### src/rtl/i2c_config_sequencer.sv
// Power-up / hot-plug register loader: walks a ROM of {reg, data} pairs and feeds
// one 24-bit write at a time to a single-transaction I2C write master.
module i2c_config_sequencer #(
   parameter int         NUM_REGS       = 32,
   parameter logic [7:0] SLAVE_ADDR     = 8'h72,
   parameter int         POWERUP_CYCLES = 1000000,
   parameter int         GAP_CYCLES     = 16,
   parameter int         MAX_RETRIES    = 3,
   localparam int        IDX_W          = (NUM_REGS > 1) ? $clog2(NUM_REGS) : 1
) (
   input  logic             clk,
   input  logic             reset_n,
   input  logic             start,
   input  logic             hpd,
   output logic [IDX_W-1:0] rom_index,
   input  logic [15:0]      rom_data,
   output logic [23:0]      i2c_data,
   output logic             i2c_go,
   input  logic             i2c_done,
   input  logic             i2c_ack_err,
   output logic             busy,
   output logic             config_done,
   output logic             config_err,
   output logic [2:0]       fsm_state
);

   // Handshake: i2c_go is a level request held from the cycle after ISSUE until the
   // cycle after i2c_done is seen high; i2c_data is frozen for that whole window.

   localparam int CNT_MAX = (POWERUP_CYCLES > GAP_CYCLES) ? POWERUP_CYCLES : GAP_CYCLES;
   localparam int CNT_W   = (CNT_MAX > 0) ? $clog2(CNT_MAX + 1) : 1;
   localparam int RETRY_W = (MAX_RETRIES > 0) ? $clog2(MAX_RETRIES + 1) : 1;

   localparam logic [CNT_W-1:0]   PWR_LAST   = CNT_W'((POWERUP_CYCLES > 0) ? POWERUP_CYCLES - 1 : 0);
   localparam logic [CNT_W-1:0]   GAP_LAST   = CNT_W'((GAP_CYCLES > 0) ? GAP_CYCLES - 1 : 0);
   localparam logic [RETRY_W-1:0] RETRY_LAST = RETRY_W'(MAX_RETRIES);
   localparam logic [IDX_W-1:0]   IDX_LAST   = IDX_W'(NUM_REGS - 1);

   typedef enum logic [2:0] {
      PWR_WAIT  = 3'd0,
      LOAD      = 3'd1,
      ISSUE     = 3'd2,
      WAIT_DONE = 3'd3,
      GAP       = 3'd4,
      DONE      = 3'd5,
      ERROR     = 3'd6
   } state_t;

   state_t             state;
   state_t             state_next;
   logic [CNT_W-1:0]   cnt;
   logic [IDX_W-1:0]   idx;
   logic [RETRY_W-1:0] retry;
   logic               table_end;
   logic               restart_pend;
   logic               hpd_meta;
   logic               hpd_sync;
   logic               hpd_prev;

   logic pwr_end;
   logic gap_end;
   logic ack_seen;
   logic restart_req;
   logic restart_take;

   assign pwr_end      = (cnt >= PWR_LAST);
   assign gap_end      = (cnt >= GAP_LAST) && !i2c_done;
   assign ack_seen     = (state == WAIT_DONE) && i2c_done;
   assign restart_req  = start | (hpd_sync & ~hpd_prev);
   assign restart_take = restart_pend &&
                         (((state == GAP) && gap_end) || (state == DONE) || (state == ERROR));

   assign rom_index = idx;
   assign fsm_state = state;

   always_ff @(posedge clk) begin
      if (!reset_n) state <= PWR_WAIT;
      else          state <= state_next;
   end

   always_comb begin
      state_next = state;
      case (state)
         PWR_WAIT:  if (pwr_end) state_next = LOAD;
         LOAD:      state_next = (rom_data == 16'hFFFF) ? DONE : ISSUE;
         ISSUE:     state_next = WAIT_DONE;
         WAIT_DONE: if (i2c_done)
                       state_next = (i2c_ack_err && (retry == RETRY_LAST)) ? ERROR : GAP;
         GAP:       if (gap_end)
                       state_next = (restart_pend || !table_end) ? LOAD : DONE;
         DONE,
         ERROR:     if (restart_pend) state_next = LOAD;
         default:   state_next = PWR_WAIT;
      endcase
   end

   always_comb begin
      i2c_go      = (state == WAIT_DONE);
      busy        = (state != DONE) && (state != ERROR);
      config_done = (state == DONE);
      config_err  = (state == ERROR);
   end

   // One counter serves both the power-up wait and the inter-transaction gap.
   always_ff @(posedge clk) begin
      if (!reset_n || (state_next != state)) begin
         cnt <= '0;
      end else if (((state == PWR_WAIT) && !pwr_end) || ((state == GAP) && (cnt < GAP_LAST))) begin
         cnt <= cnt + 1'b1;
      end
   end

   always_ff @(posedge clk) begin
      if (!reset_n) begin
         hpd_meta <= 1'b0;
         hpd_sync <= 1'b0;
         hpd_prev <= 1'b0;
      end else begin
         hpd_meta <= hpd;
         hpd_sync <= hpd_meta;
         hpd_prev <= hpd_sync;
      end
   end

   // Requests during power-up are dropped; a request coinciding with a take is merged.
   always_ff @(posedge clk) begin
      if (!reset_n || (state == PWR_WAIT)) restart_pend <= 1'b0;
      else if (restart_take)               restart_pend <= 1'b0;
      else if (restart_req)                restart_pend <= 1'b1;
   end

   // idx saturates at the last entry; table_end stands in for idx == NUM_REGS.
   always_ff @(posedge clk) begin
      if (!reset_n) begin
         idx       <= '0;
         retry     <= '0;
         table_end <= 1'b0;
         i2c_data  <= '0;
      end else begin
         if (restart_take || ((state == PWR_WAIT) && pwr_end)) begin
            idx       <= '0;
            retry     <= '0;
            table_end <= 1'b0;
         end else if (ack_seen) begin
            if (!i2c_ack_err) begin
               retry <= '0;
               if (idx == IDX_LAST) table_end <= 1'b1;
               else                 idx       <= idx + 1'b1;
            end else if (retry != RETRY_LAST) begin
               retry <= retry + 1'b1;
            end
         end
         if (state == LOAD) i2c_data <= {SLAVE_ADDR, rom_data};
      end
   end

endmodule

### config.mk
export PLATFORM = sky130hd
export DESIGN_NAME = i2c_config_sequencer
export DESIGN_NICKNAME = d
export VERILOG_FILES = /design/src/rtl/i2c_config_sequencer.sv
export SDC_FILE = /design/constraint.sdc
export NUM_CORES = 1
export LEC_CHECK = 0
export CAP_MARGIN = 10
export CORE_ASPECT_RATIO = 0.9
export CORE_UTILIZATION = 37
export CTS_CLUSTER_DIAMETER = 100
export DETAILED_ROUTE_END_ITERATION = 16
export GPL_TIMING_DRIVEN = 0
export PLACE_DENSITY = 0.67
export SYNTH_ARGS = -nofsm -noshare
export SYNTH_HDL_FRONTEND = slang
export SYNTH_SLANG_ARGS = --single-unit
### constraint.sdc
create_clock -name clk -period 2.4 [get_ports clk]
set_input_delay 0.48 -clock clk [delete_from_list [all_inputs] [get_ports clk]]
set_output_delay 0.48 -clock clk [all_outputs]
set_load 0.02 [all_outputs]
======== Yosys cells after proc, flatten, opt, wreduce, memory -nomap -nowiden ========
Cells that the tools add are included.
storage, ports and cells
  flip-flop bits (word level) ............. 52
  input bits .............................. 22
operators by class
  add/sub/neg operators ................... 3
  $lt $le $gt $ge ......................... 3
  equality and inequality tests ........... 14
  mux-type cells .......................... 10
  bitwise operators ....................... 6
  reductions and logical operators ........ 27
operators with widths
  operator                                                      number
  adder 20 x 1 -> 20 bit (second input constant)                1
  >= comparator 20 bit (second input constant)                  1
  >= comparator 20 x 4 -> 1 bit (second input constant)         1
  less-than comparator 20 x 4 -> 1 bit (second input constant)  1
  2-to-1 mux 3 bit                                              6
  case mux 3 bit (6 select lines)                               1
  == test 16 bit (second input constant)                        1
  == test 3 bit (second input constant)                         3
  logical AND 1 bit                                             9
  logical OR 1 bit                                              7
  == test 3 x 2 -> 1 bit (second input constant)                2
  2-to-1 mux 2 bit                                              3
  inequality test 3 bit (second input constant)                 2
  AND reduction 3 bit                                           2
  OR reduction 2 bit                                            3
  adder 5 x 1 -> 5 bit (second input constant)                  1
  == test 5 bit (second input constant)                         1
  zero test 1 bit                                               4
  NOT 1 bit                                                     4
  == test 3 x 1 -> 1 bit (second input constant)                1
  zero test 3 bit                                               1
  inequality test 3 bit                                         1
  adder 2 x 1 -> 2 bit (second input constant)                  1
  == test 2 bit (second input constant)                         1
  other kinds (5)                                               5

======== Depth between registers and ports, before layout ========
  depth in word-level cells ............... 8
  gate-level depth with buffers ........... 8
  mapped depth without buffers ............ 7

======== Least setup slack after synthesis ========
Ideal clock, no wire load.
  path type ............................... reg2reg
  start ................................... register cnt[7]
  end ..................................... register cnt[17]
  arrival ................................. 1966 ps
  data required time ...................... 2270 ps
  setup slack ............................. 304 ps
  stages on the path, launching flop included .. 8
  cells stage by stage .................... dfxtp_1 or4_4 nand4bb_4 nor3_2 a21oi_2 buf_2 o41ai_1 a21oi_1
between the ends
  longest elaborated chain between the ends .. 6
RTL lines
  what                             line  RTL
  start, declared                  51    logic [CNT_W-1:0] cnt;
  start signal, assigned           109   cnt <= cnt + 1'b1;
  >= comparator 20 x 4 -> 1 bit    67    assign gap_end = (cnt >= GAP_LAST) && !i2c_done;
  logical AND 1 bit                67
  2-to-1 mux 3 bit                 89    GAP: if (gap_end)
  case mux 3 bit (6 select lines)  83    case (state)
  inequality test 3 bit            106   if (!reset_n || (state_next != state)) begin
  logical OR 1 bit                 106
Parallel ways exist; a longest one is shown, timed or not.
A chain may end at the register's enable or synchronous reset.

======== Worst setup path after layout ========
  start ................................... register cnt[7]
  end ..................................... register cnt[11]
The elaborated chain is that of the path after synthesis.

==> impl_metrics.toml <==
[synthesis]
synth_area_leaders = "dfxtp_1 40%, nand2_1 7.9%, a21oi_1 6.6%"
synthCells = 320
synth-main-ff-cell = "dfxtp_1"
ys_async_sr_fraction_pct = 0
yosysTopAreaCell = "dfxtp_1"
synth_warnings = 0
synth_edf_count = 0
post_synth.cell_area_avg_um2 = 8.04
netlist_area_um2 = 2570
synth_top_area_share_pct = 40.5
synth.distinct_cells = 51
ys_ff_latch = 52
synth-seq-area-share_pct = 40.5

[cells_and_area]
ff_latch_area_um2 = 1040
multi_input_area_um2 = 1470
stdcell_area_um2 = 3430
layout-drive-gt1-share_pct = 9.92
n_antenna_cell = 0
fillCellCount = 657
layout-area-overhead-vs-synth_pct = 33.3
mostFrequentLayoutCells = "54 x nand2_1, 52 x clkdlybuf4s50_1, 50 x dfxtp_1, 34 x a21oi_1, 26 x nor2_1"
layout_commonest_cell = "nand2_1"
fin_nets = 408
final_util_pct = 51.5

[placed_design]
place.gp.congestion = 0.918
pre_cts_ws_ns = -0.183
dp_hpwl_mm = 4.49
placed_area_um2 = 3230
io_buffers = 53

[global_route]
grt_util_met3_pct = 4.21
grt_max_degree = 16
met2_usage_pct = 28.1
use_met1_pct = 22.8
antenna_found_initial = 0
top_usage_layer = "met2"
grt_pass1_vias = 2168
grt-ovfl-total = 0
grt_usage_pct = 17.5
grt_pass1_wl_mm = 10.2

[timing]
max_freq_mhz = 431
setup_violations = 0
tightest_slew_ns = 0.664
fin_ws_ns = 0.0814
min_period_ns = 2.32
slew-limit-headroom_pct = 55.4
finalClockSkew_ns = 0.00476
finalMaxSlewViolations = 0
rsz0062_at_grt = "true"
fin_crit_sh_pct = 96.6
finalHoldViolations = 0

[critical_path]
critPathArrivalTime_ns = 2.50
required_ns = 2.59
crit_fanout = 10
r2r_cells = 7
worstSetupStartpointType = "flip-flop"
setup.worst_path.end_class = "flip-flop"
critPathKind = "flip-flop to flip-flop"

[clock_tree]
cts_tree = "yes"
clock_path_buffers = 2
clkTransAtPathRegs_ns = 0.09
clock_latency_ns = 0.30
clkSinkCount = 52
h-tree-depth = 2
cts_buffers = 5
hold_buffers = 0
clock-root-buffer = "clkbuf_8"

[power_and_ir_drop]
power.density_nw_per_um2 = 467
pwr-share-seq_pct = 54.6
p_leak_nw = 1.20
combPwrFrac_pct = 5.2
power_switching_mw = 0.321
vdd_drop_max_v = 0.000308
p_clk_share_pct = 40.2
total_power_mw = 1.60
swShare_pct = 20.0
internal_power_mw = 1.28

[floorplan]
dieHeight_um = 81.1
die_area_um2 = 7290
ios = 58
initial_core_util_pct = 38.6
core_um2 = 6660
die_w_um = 89.9
num_rows = 28

[routing]
routed_wl_mm = 6.36
routedWlPerCell_um = 13.4
vias = 2470
drt-pass1-iter-count = 4
drtAntennaViolNets = 0
vias_per_cell = 5.22
drc = 0
drtIter0Drc = 87

[job]
maxCapViolCount = 0

[run_status]
outcome = "complete, no violations"

[worst_hold_path]
min_path_type = "flip-flop to flip-flop"
hold_depth = 1
==> per-stage QoR <==
step / instances / TNS, ns / hold WS (ns)
floorplan: 323 / 0 / 0.412
global placement: 466 / -2.36 / 0.415
detailed placement: 466 / -2.29 / 0.423
CTS: 473 / 0 / 0.445
global route: 473 / -0.0746 / 0.469
finish: 473 / 0 / 0.443
==> metal layers <==
metal	wire length [um]	vias to the layer above	share of wire [%]
met1	3150	1128	50
met3	380	5	6.0
li1	-	1262	-
met4	54	0	0.85
met5	0	-	0
met2	2770	75	44
==> synth_stat cells, types with 2 or more instances <==
cell type	number
o21ba_1	2
o21a_1	2
xor2_1	2
buf_2	3
and2_1	7
a31oi_1	4
nand4b_1	3
mux2i_1	3
nand4_1	10
dfxtp_1	52
o31ai_1	7
ha_1	4
buf_1	3
a21oi_1	34
xnor2_1	5
nor3b_1	3
inv_1	4
o31a_1	2
nor3_1	4
o41ai_1	4
nor4_1	5
nand3_1	9
nor2_1	26
clkbuf_1	9
nand2b_1	4
buf_4	7
and3_1	7
or4_1	4
and4_1	2
nand2_1	54
or3_1	6
o21ai_0	10
==> repair_timing <==
action	4_1_cts	5_1_grt
gates resized for setup	6	14
buffers inserted	0	1
pin swaps	0	2
setup endpoints to repair	20	21
==> sequential cells by signal, summed over array words and instances, names as in the netlist <==
signal	cells
rom_index	5
restart_pend	1
hpd_sync	1
cnt	20
table_end	1
retry	2
hpd_meta	1
i2c_data	17
hpd_prev	1
fsm_state	3
==> cell families (layout without fill, tap and decap cells) <==
| group | Yosys count | after routing | synth area share (%) |
|---|---|---|---|
| mux | 3 | 3 | 1.17 |
| fa+ha+maj | 4 | 4 | 1.95 |
| xor+xnor | 7 | 7 | 2.38 |
| other cells | 1 | 4 | 0.146 |
| simple gates | 150 | 150 | 30.1 |
| buf+inv | 27 | 87 | 5.11 |
| compound gates | 76 | 76 | 18.7 |
| flops | 52 | 52 | 40.5 |
==> final timing paths <==
| check | from | end | slack (ns) |
|---|---|---|---|
| worst max-delay path | cnt[7] | cnt[11] | 0.08 |
| worst max register to register | cnt[7] | cnt[11] | 0.08 |
| worst min-delay path | hpd_meta | hpd_sync | 0.44 |
| worst min register to register | hpd_meta | hpd_sync | 0.44 |
==> layout make-up <==
class / count / share of cell area [%]
multi-input combinational: 244 / 42.9
sequential: 52 / 30.4
clock inverter: 1 / 0.876
inverter: 5 / 0.547
timing repair buffer: 54 / 15.8
buffer: 20 / 3.36
tap: 90 / 3.28
clock buffer: 7 / 2.81
==> worst max-delay path: stages (launching register included) <==
cell and delay [ns]:
dfxtp_1 0.36, or4_4 0.56, a211oi_2 0.25, o31a_2 0.23, a21oi_4 0.11, clkbuf_4 0.23
o41ai_2 0.36, a21oi_1 0.10
==> power by group through the flow <==
| stage | combinational [mW] | clock [mW] | sequential, mW |
|---|---|---|---|
| 2_1_floorplan | 0.0339 | 0 | 0.893 |
| 3_3_place_gp | 0.0832 | 0 | 0.894 |
| 3_5_place_dp | 0.0833 | 0 | 0.894 |
| 4_1_cts | 0.0836 | 0.665 | 0.874 |
| 5_1_grt | 0.0910 | 0.700 | 0.876 |
| 6_report | 0.0840 | 0.644 | 0.874 |
Note: power is estimated with default switching activity, not from simulation.
